<file path="src/rtl/fifo_page_reader.sv">
// fifo_page_reader: drains LEN words from a non-FWFT COREFIFO read port into a valid/ready stream (optional FIFO_PAGE_READER_STALL_CNT_EN adds an empty-stall counter)
module fifo_page_reader #(
  parameter int DWIDTH     = 18,
  parameter int RD_LATENCY = 1,
  parameter int SKID_DEPTH = 4,
  parameter int LEN_W      = 11
) (
  input  logic              CLK,
  input  logic              RESET,
  input  logic              START,
  input  logic [LEN_W-1:0]  LEN,
  input  logic              FIFO_EMPTY,
  output logic              FIFO_RE,
  input  logic [DWIDTH-1:0] FIFO_Q,
  output logic [DWIDTH-1:0] OUT_DATA,
  output logic              OUT_VALID,
  input  logic              OUT_READY,
  output logic              OUT_LAST,
  output logic              BUSY,
  output logic              DONE,
  output logic [15:0]       STALL_CNT
);
  localparam logic [1:0] IDLE = 2'd0, RUN = 2'd1, DRAIN = 2'd2, DONE_ST = 2'd3;
  localparam int PW = SKID_DEPTH > 1 ? $clog2(SKID_DEPTH) : 1;
  localparam int CW = $clog2(SKID_DEPTH + 1);
  localparam int OW = CW + 2;
  logic [1:0]            state;
  logic [LEN_W-1:0]      len, issued, out_cnt;
  logic [RD_LATENCY-1:0] pipe;
  logic [DWIDTH-1:0]     mem [SKID_DEPTH];
  logic [PW-1:0]         wp, rp;
  logic [CW-1:0]         cnt;
  logic [OW-1:0]         occ;
  logic                  pop, push;
  assign OUT_VALID = cnt != '0;
  assign OUT_DATA  = OUT_VALID ? mem[rp] : '0;
  assign OUT_LAST  = OUT_VALID && out_cnt == len - 1'b1;
  assign BUSY      = state == RUN || state == DRAIN;
  // Credit check: skid entries plus words still in the read pipe must fit after this cycle's pop
  always_comb begin
    pop     = OUT_VALID & OUT_READY;
    push    = pipe[RD_LATENCY-1];
    occ     = OW'(cnt) + OW'($countones(pipe)) - OW'(pop);
    FIFO_RE = state == RUN && !FIFO_EMPTY && issued < len && occ < OW'(SKID_DEPTH);
  end
  // Transfer FSM, issue/output counters and read-latency valid pipe
  always_ff @(posedge CLK) begin
    if (RESET) begin
      state   <= IDLE;
      len     <= '0;
      issued  <= '0;
      out_cnt <= '0;
      pipe    <= '0;
      DONE    <= 1'b0;
    end else begin
      DONE <= state == DONE_ST;
      pipe <= RD_LATENCY'({pipe, FIFO_RE});
      if (FIFO_RE) issued <= issued + 1'b1;
      if (pop) out_cnt <= out_cnt + 1'b1;
      if (state == IDLE && START) begin
        len     <= LEN;
        issued  <= '0;
        out_cnt <= '0;
        state   <= LEN != '0 ? RUN : DONE_ST;
      end else if (state == RUN && FIFO_RE && issued == len - 1'b1) state <= DRAIN;
      else if (state == DRAIN && pop && OUT_LAST) state <= DONE_ST;
      else if (state == DONE_ST) state <= IDLE;
    end
  end
  // Skid pointers and occupancy; push and pop in one cycle leave the count unchanged
  always_ff @(posedge CLK) begin
    if (RESET) begin
      wp  <= '0;
      rp  <= '0;
      cnt <= '0;
    end else begin
      if (push) wp <= wp == PW'(SKID_DEPTH - 1) ? '0 : wp + 1'b1;
      if (pop) rp <= rp == PW'(SKID_DEPTH - 1) ? '0 : rp + 1'b1;
      cnt <= cnt + CW'(push) - CW'(pop);
    end
  end
  // Skid storage captures FIFO_Q when its pipe tap arrives
  always_ff @(posedge CLK) begin
    if (push) mem[wp] <= FIFO_Q;
  end
`ifdef FIFO_PAGE_READER_STALL_CNT_EN
  // Count RUN cycles starved by an empty FIFO, saturating
  always_ff @(posedge CLK) begin
    if (RESET || (state == IDLE && START)) STALL_CNT <= '0;
    else if (state == RUN && issued < len && FIFO_EMPTY && STALL_CNT != 16'hFFFF) STALL_CNT <= STALL_CNT + 1'b1;
  end
`else
  assign STALL_CNT = 16'h0000;
`endif
endmodule

</file>
<file path="config.mk">
export PLATFORM = sky130hd
export DESIGN_NAME = fifo_page_reader
export DESIGN_NICKNAME = d
export VERILOG_FILES = /design/src/rtl/fifo_page_reader.sv
export SDC_FILE = /design/constraint.sdc
export NUM_CORES = 1
export LEC_CHECK = 0
export CAP_MARGIN = 25
export CORE_MARGIN = 4
export CORE_UTILIZATION = 60
export DETAILED_ROUTE_END_ITERATION = 10
export HOLD_SLACK_MARGIN = 0.06
export PLACE_DENSITY_LB_ADDON = 0.2
export SYNTH_ARGS = -nofsm -noshare
export SYNTH_HDL_FRONTEND = slang
export SYNTH_SLANG_ARGS = --single-unit
export TNS_END_PERCENT = 5
</file>
<file path="constraint.sdc">
create_clock -name CLK -period 10.3 [get_ports CLK]
set_input_delay 2.06 -clock CLK [delete_from_list [all_inputs] [get_ports CLK]]
set_output_delay 2.06 -clock CLK [all_outputs]
set_load 0.005 [all_outputs]
</file>
# Yosys cells after proc, flatten, opt, wreduce, memory -nomap -nowiden
# Memories as Yosys holds them, arrays and structs flattened. A register that Yosys moved wholly into a read port is not among the register bits.
# Index checks and enable logic that the tools add are counted.
[totals]
latch_bits = 0
elab_cells = 57
out_inout_bits = 39
ram_bits = 72
inputBits = 34
rom_bits = 0
regBits = 44
mem_count = 1
[mem_list]
columns = ["memory", "words", "width", "read_ports", "rd_ports_with_merged_regs", "wr", "line_no", "source"]
rows = [
  ["mem", 4, 18, 1, 1, 1, "30", "logic [DWIDTH-1:0] mem [SKID_DEPTH];"],
]
[op_classes]
n_div = 0
reduce_logical = 16
order_cmp = 2
n_addsub = 9
n_shift = 0
n_eq_ne = 7
bitwise_logic = 1
mux = 12
mul = 0
[op_table]
columns = ["op", "count"]
rows = [
  ["11-bit by 1-bit adder with 11-bit output, second input constant", 2],
  ["11-bit == test", 2],
  ["18-bit 2-to-1 mux", 1],
  ["2-bit 2-to-1 mux", 9],
  ["11-bit less-than comparator", 1],
  ["11-bit nonzero test", 1],
  ["11-bit by 1-bit subtractor with 11-bit output, second input constant", 1],
  ["1-bit logical AND", 9],
  ["2-bit == test, second input constant", 4],
  ["5-bit by 3-bit less-than comparator with 1-bit output, second input constant", 1],
  ["4-bit by 1-bit subtractor with 5-bit output", 1],
  ["2-bit by 1-bit adder with 2-bit output, second input constant", 2],
  ["3-bit by 1-bit adder with 4-bit output", 1],
  ["4-bit nonzero test", 1],
  ["3-bit by 1-bit adder with 3-bit output", 1],
  ["3-bit nonzero test", 1],
  ["3-bit by 1-bit subtractor with 3-bit output", 1],
  ["2-bit by 1-bit == test with 1-bit output, second input constant", 1],
  ["2-bit logical NOT", 1],
  ["1-bit 2-to-1 mux", 2],
  ["2-bit OR reduction", 1],
  ["1-bit AND", 1],
  ["1-bit logical NOT", 1],
  ["1-bit logical OR", 1],
]

# Logic depth before layout (Yosys ltp)
# Gate-level depths: netlist of run 1.
[logic_depth]
ltp_word = 9
depth_mapped = 14

# Worst setup path before layout of run 1
# OpenSTA, ideal clock, no wires.
[synth_path]
path_type = "input to output"
from = "input port OUT_READY"
to = "output port FIFO_RE"
t_arrival_ps = 4121
path_slack_ps = 4119
cell_stages = 12
n_path_buf = 1
path_cell_list = "and2_1 clkbuf_1 nand2_1 o21ai_0 ha_1 inv_1 fa_1 xor2_1 nor4b_1 o2111a_1 nand2_1 inv_1"
[synth_between]
elab_chain_len = 4
[synth_rtl]
columns = ["element", "line_no", "source"]
rows = [
  ["start, declared", "17", "input logic OUT_READY,"],
  ["1-bit AND", "41", "pop = OUT_VALID & OUT_READY;"],
  ["4-bit by 1-bit subtractor with 5-bit output", "43", "occ = OW'(cnt) + OW'($countones(pipe)) - OW'(pop);"],
  ["5-bit by 3-bit less-than comparator with 1-bit output", "44", "FIFO_RE = state == RUN && !FIFO_EMPTY && issued < len && occ < OW'(SKID_DEPTH);"],
  ["1-bit logical AND", "44", ""],
  ["end, declared", "13", "output logic FIFO_RE,"],
]
# Every way passes these cells.

# Worst setup path after layout of run 1
# Same ends and word-level chain as after synthesis.

==> results of run 1 <==
path summary, 6_finish.rpt:
path / endpoint / slack [ps] / cells after the start
setup reg to reg: issued[10] / 6320 / 13
hold / removal: flop / 490 / 2
setup / recovery: FIFO_RE / 2870 / 13
hold reg to reg: flop / 490 / 2
critical path: stages:
cell	delay, ps
clkdlybuf4s50_1	510
and2_1	290
nand2_1	130
o21ai_0	100
ha_1	180
inv_1	50
fa_1	370
xor2_1	190
nor4b_1	280
o2111a_1	390
nand2_1	200
inv_1	100
clkdlybuf4s50_1	500
cell type report:
type / instances / area [sq um]
repair buffers: 58 / 576
multi-input cells: 348 / 2650
well taps: 133 / 166
fillers: 673 / 2620
flip-flops and latches: 118 / 3080
clock inverters: 15 / 176
clock buffers: 17 / 414
inverters: 25 / 93.8
routing by layer:
metal,wire length (um),part of all wire [%],GRT usage [%]
met1,5580,41,32.3
met2,6570,48,40.1
met3,1230,8.9,6.63
met4,387,2.8,10.0
met5,13,0.094,0
layout by cell type (no fill, tap or decap), types with 3 or more instances in the layout:
| cell type | Yosys | routed |
|---|---|---|
| a21oi_1 | 28 | 28 |
| and2_1 | 24 | 24 |
| and3_1 | 8 | 8 |
| bufinv_16 | 0 | 3 |
| clkbuf_16 | 0 | 16 |
| clkdlybuf4s50_1 | 0 | 56 |
| clkinv_2 | 0 | 3 |
| conb_1 | 1 | 16 |
| dfxtp_1 | 46 | 46 |
| edfxtp_1 | 72 | 72 |
| ha_1 | 27 | 27 |
| inv_1 | 25 | 25 |
| inv_6 | 0 | 4 |
| mux2i_1 | 4 | 4 |
| mux4_2 | 18 | 18 |
| nand2_1 | 46 | 46 |
| nand2b_1 | 4 | 4 |
| nand3_1 | 11 | 11 |
| nand4_1 | 6 | 6 |
| nor2_1 | 32 | 32 |
| nor2b_1 | 4 | 4 |
| nor3_1 | 10 | 10 |
| nor4_1 | 5 | 5 |
| nor4b_1 | 3 | 3 |
| o21ai_0 | 13 | 13 |
| or3_1 | 9 | 9 |
| xnor2_1 | 14 | 14 |
| xnor3_1 | 4 | 4 |
| xor2_1 | 18 | 18 |
where the power goes:
part	switching, W	leakage (nW)	internal [W]	total, W
Combinational	0.000175	1.24	0.000198	0.000373
Clock	0.000224	0.287	0.000370	0.000593
Sequential	0.0000252	1.02	0.000520	0.000545
flip-flops by register name (all words and copies together), names as in the netlist, named ones only:
signal   count
DONE         1
issued      11
pipe         1
out_cnt     11
cnt          3
rp           2
mem         72
state        2
len         11
wp           2
cells by family after synthesis:
group / Yosys count
xor+xnor: 36
flops: 118
buf+inv: 70
simple gates: 177
mux: 22
fa+ha+maj: 28
compound gates: 69
other cells: 1
metrics by stage:
step,hold WS [ps],util [%],instances,power (W),setup slack (ps)
after global routing,515,73.2,714,0.00157,2630
after detailed placement,480,67.2,682,0.000920,2940
after global placement,470,67.2,682,0.000907,3020
after CTS,491,73.2,714,0.00152,2920
final,495,73.2,714,0.00151,2870
after floorplan,462,-,536,0.000774,4120
==> impl_metrics.toml, run 1 <==
[run_status]
status = "finished clean"

[timing]
fin_setup_tns_ps = 0
timing.final.crit_share_pct = 72.1
maxSlewViolCount = 0
fmax_mhz = 135
fin_skew_ps = 6.59
setup-violations-final = 0
period_minus_slack_ps = 7430
slew_headroom_pct = 34.2
hold_viol = 0
worst_slew_pin_slew_ps = 985
rsz0062_at_grt = "false"

[cells_and_area]
area_growth_syn_to_layout_pct = 18.5
nets = 630
fin_area_sq_mm = 0.00716
drive_gt1_share_pct = 11.0
diodes = 0

[clock_tree]
h-tree-depth = 4
clkLatencyLatePin_ps = 510
cts-root-buf = "clkbuf_8"
clock_path_buffers = 2
post_cts_resized = 0
postCtsHoldBufs = 0
cts_buffers = 17
clk_pin_slew_ps = 60
postCtsSetupRepairBufs = 0
cts_tree = "built"
clock-sinks = 118

[synthesis]
syn_avg_cell_area_sq_um = 11.6
ys.flop_type = "edfxtp_1"
synth_edf_count = 72
post_synth_num_cell_types = 64
synth_mux_area_share_pct = 7.38
synthSimpleGateAreaFrac_pct = 16.0
synth_most_common_cell = "edfxtp_1"
synthArstFlopShare_pct = 0
synth_adder_area_share_pct = 5.93
yosysTopAreaCellShare_pct = 35.8
synth-xor-area-share_pct = 6.13
synth_commonest_cells = "edfxtp_1 (72), dfxtp_1 (46), nand2_1 (46)"
syn-cell-area_sq_mm = 0.00604
ys_ff_latch = 118
synth_top_family_by_area = "simple AND/OR/NAND/NOR gates"
synth_area_leader_cell = "edfxtp_1"
synth-compound-area-share_pct = 7.40
synth-seq-area-share_pct = 51.1
netlist_top_cells_area = "edfxtp_1 (36%), dfxtp_1 (15%), mux4_2 (6.7%)"
synthCells = 521
synth_warnings = 0

[min_path]
hold_start = "rp[1]"
hp-class = "reg -> reg"

[drt]
post-route-drc-count = 0
vias = 4210
drt_wl_total_mm = 13.8
wire_per_inst_um = 19.3
final_antenna_net_count = 0
vias_per_cell = 5.90
first_pass_iters = 5
drtIter0Drc = 314

[setup_path]
startpoint = "OUT_READY"
path_class = "in -> out"
startpoint_type = "primary input"
required_ps = 8240
critPathArrivalTime_ps = 5370
cp-end-kind = "output pin"
worstPathMaxFanout = 8
rr_startpoint = "cnt[1]"

[floorplanning]
core-area_sq_mm = 0.00977
die_area_sq_mm = 0.0117
start_util_pct = 61.8
die_h_um = 108
fp.dieW_um = 108
pin_count = 73
rows = 36

[global_routing]
grt_util_all_layers_pct = 24.9
grt_max_degree = 26
antenna_found_initial = 1
grt_pass1_vias = 4180
grt_pass1_wl_mm = 22.1
grt_overflow = 0

[place]
portBuffers = 56
hpwl_mm = 8.87
place_area_sq_mm = 0.00657
place_congestion = 0.865

[pwr]
powerDensity_mw_per_mm2 = 211
p_leak_nw = 2.54
max-vdd-ir-drop_mv = 0.113

[flow_run]
max-cap-violations = 0
(Power assumes the default switching activity.)
==> run 2: changes to the inputs <==
--- a/config.mk
+++ b/config.mk
@@ -7,7 +7,7 @@
 export LEC_CHECK = 0
 export CAP_MARGIN = 25
 export CORE_MARGIN = 4
-export CORE_UTILIZATION = 60
+export CORE_UTILIZATION = 51
 export DETAILED_ROUTE_END_ITERATION = 10
 export HOLD_SLACK_MARGIN = 0.06
 export PLACE_DENSITY_LB_ADDON = 0.2
==> constraint.sdc (replaced) <==
create_clock -name CLK -period 6.5 [get_ports CLK]
set_input_delay 1.3 -clock CLK [delete_from_list [all_inputs] [get_ports CLK]]
set_output_delay 1.3 -clock CLK [all_outputs]
set_load 0.005 [all_outputs]
==> run 2 against run 1 <==
Cell area grew 1.0%. Hold slack improved by 9.1 ps. Via count decreased by 3.5%. Critical path depth did not move. Register-to-register slack worse by 3900 ps. Clock-buffer cell count did not move. Die area is 16% higher. Sequential share of layout area is 0.45 points lower.
==> impl_metrics.toml, run 2 (synthesis results as in run 1) <==
[cells_and_area]
drive_gt1_share_pct = 11.0
fin_area_sq_mm = 0.00723
diodes = 0
fin_util_pct = 62.8
nets = 631
largest_reg_flops = 72
num-fill-cells = 902
layout_commonest_cell = "edfxtp_1"
final_cell_mix = "edfxtp_1 (72), clkdlybuf4s50_1 (56), dfxtp_1 (46), nand2_1 (46), nor2_1 (32)"
top_register = "mem"
area_growth_syn_to_layout_pct = 19.8

[drt]
drt_wl_total_mm = 13.0
vias_per_cell = 5.61
post-route-drc-count = 0
drtIter0Drc = 339
final_antenna_net_count = 0
vias = 4064
first_pass_iters = 5
wire_per_inst_um = 17.9

[setup_path]
critPathArrivalTime_ps = 4730
cp-end-kind = "output pin"
path_class = "in -> out"
required_ps = 5200
worstPathMaxFanout = 8
startpoint_type = "primary input"

[clock_tree]
clkLatencyLatePin_ps = 410
h-tree-depth = 4
postCtsSetupRepairBufs = 0
post_cts_resized = 0
clock_path_buffers = 2
postCtsHoldBufs = 0
cts_tree = "built"
clock-sinks = 118
cts_buffers = 17
cts-root-buf = "clkbuf_16"
clk_pin_slew_ps = 50

[min_path]
hp-class = "reg -> reg"

[global_routing]
grt_overflow = 0
grt_pass1_wl_mm = 20.6
grt_util_all_layers_pct = 20.1
grt_max_degree = 26
antenna_found_initial = 0
grt_pass1_vias = 4047

[timing]
period_minus_slack_ps = 6030
hold_viol = 0
fmax_mhz = 166
worst_slew_pin_slew_ps = 954
setup-violations-final = 0
fin_skew_ps = 7.77
maxSlewViolCount = 0
rsz0062_at_grt = "false"
fin_setup_tns_ps = 0
timing.final.crit_share_pct = 92.8
slew_headroom_pct = 36.4

[run_status]
status = "finished clean"

[floorplanning]
start_util_pct = 52.4
rows = 39
die_h_um = 117
pin_count = 73
core-area_sq_mm = 0.0115
fp.dieW_um = 117
die_area_sq_mm = 0.0136

[flow_run]
max-cap-violations = 0

[pwr]
p_leak_nw = 2.57
max-vdd-ir-drop_mv = 0.170
powerDensity_mw_per_mm2 = 336
total_power_w = 0.00243

[place]
portBuffers = 56
place_area_sq_mm = 0.00658
hpwl_mm = 8.91
place_congestion = 0.918
-- run 2: cell type report --
type,instances,area [sq um],share of cell area [%]
clock buffer,17,425,5.88
clock inverter,15,200,2.77
inverter,25,93.8,1.30
multi-input combinational,348,2650,36.6
sequential,118,3080,42.6
tap,143,179,2.47
timing repair buffer,59,603,8.34
-- run 2: worst paths after layout --
kind                            startpoint         end  slack, ps  depth (start not counted)
worst min-delay path                 rp[1]       rp[1]        500                          2
worst min register to register       rp[1]       rp[1]        500                          2
worst max-delay path             OUT_READY     FIFO_RE        470                         13
worst max register to register      cnt[1]  issued[10]       2410                         13
-- run 2: power by group --
part           switching [W]  total [W]  internal (W)
registers          0.0000392   0.000863      0.000824
logic               0.000270   0.000587      0.000316
clock network       0.000341   0.000983      0.000642
total               0.000650    0.00243       0.00178
-- run 2: per-stage QoR --
step	hold slack, ps	worst slack (ps)	instances
after floorplan	462	1840	536
after global placement	471	718	692
after detailed placement	487	547	692
after CTS	494	517	724
after global routing	542	253	725
final	504	469	725
-- run 2: worst max-delay path, cell delays in order --
cell	delay [ps]
clkdlybuf4s50_1	510
and2_1	290
nand2_1	130
o21ai_0	110
ha_1	200
inv_1	60
fa_1	400
xor2_1	190
nor4b_1	280
o2111a_1	410
nand2_1	220
inv_1	110
clkdlybuf4s50_1	500
-- run 2: metal layers --
metal / GRT usage, % / part of all wire [%] / wire [um]
met5: 0 / 0 / 0
met4: 6.50 / 1.2 / 155
met3: 4.47 / 5.7 / 739
met2: 33.0 / 49 / 6330
met1: 26.6 / 44 / 5730
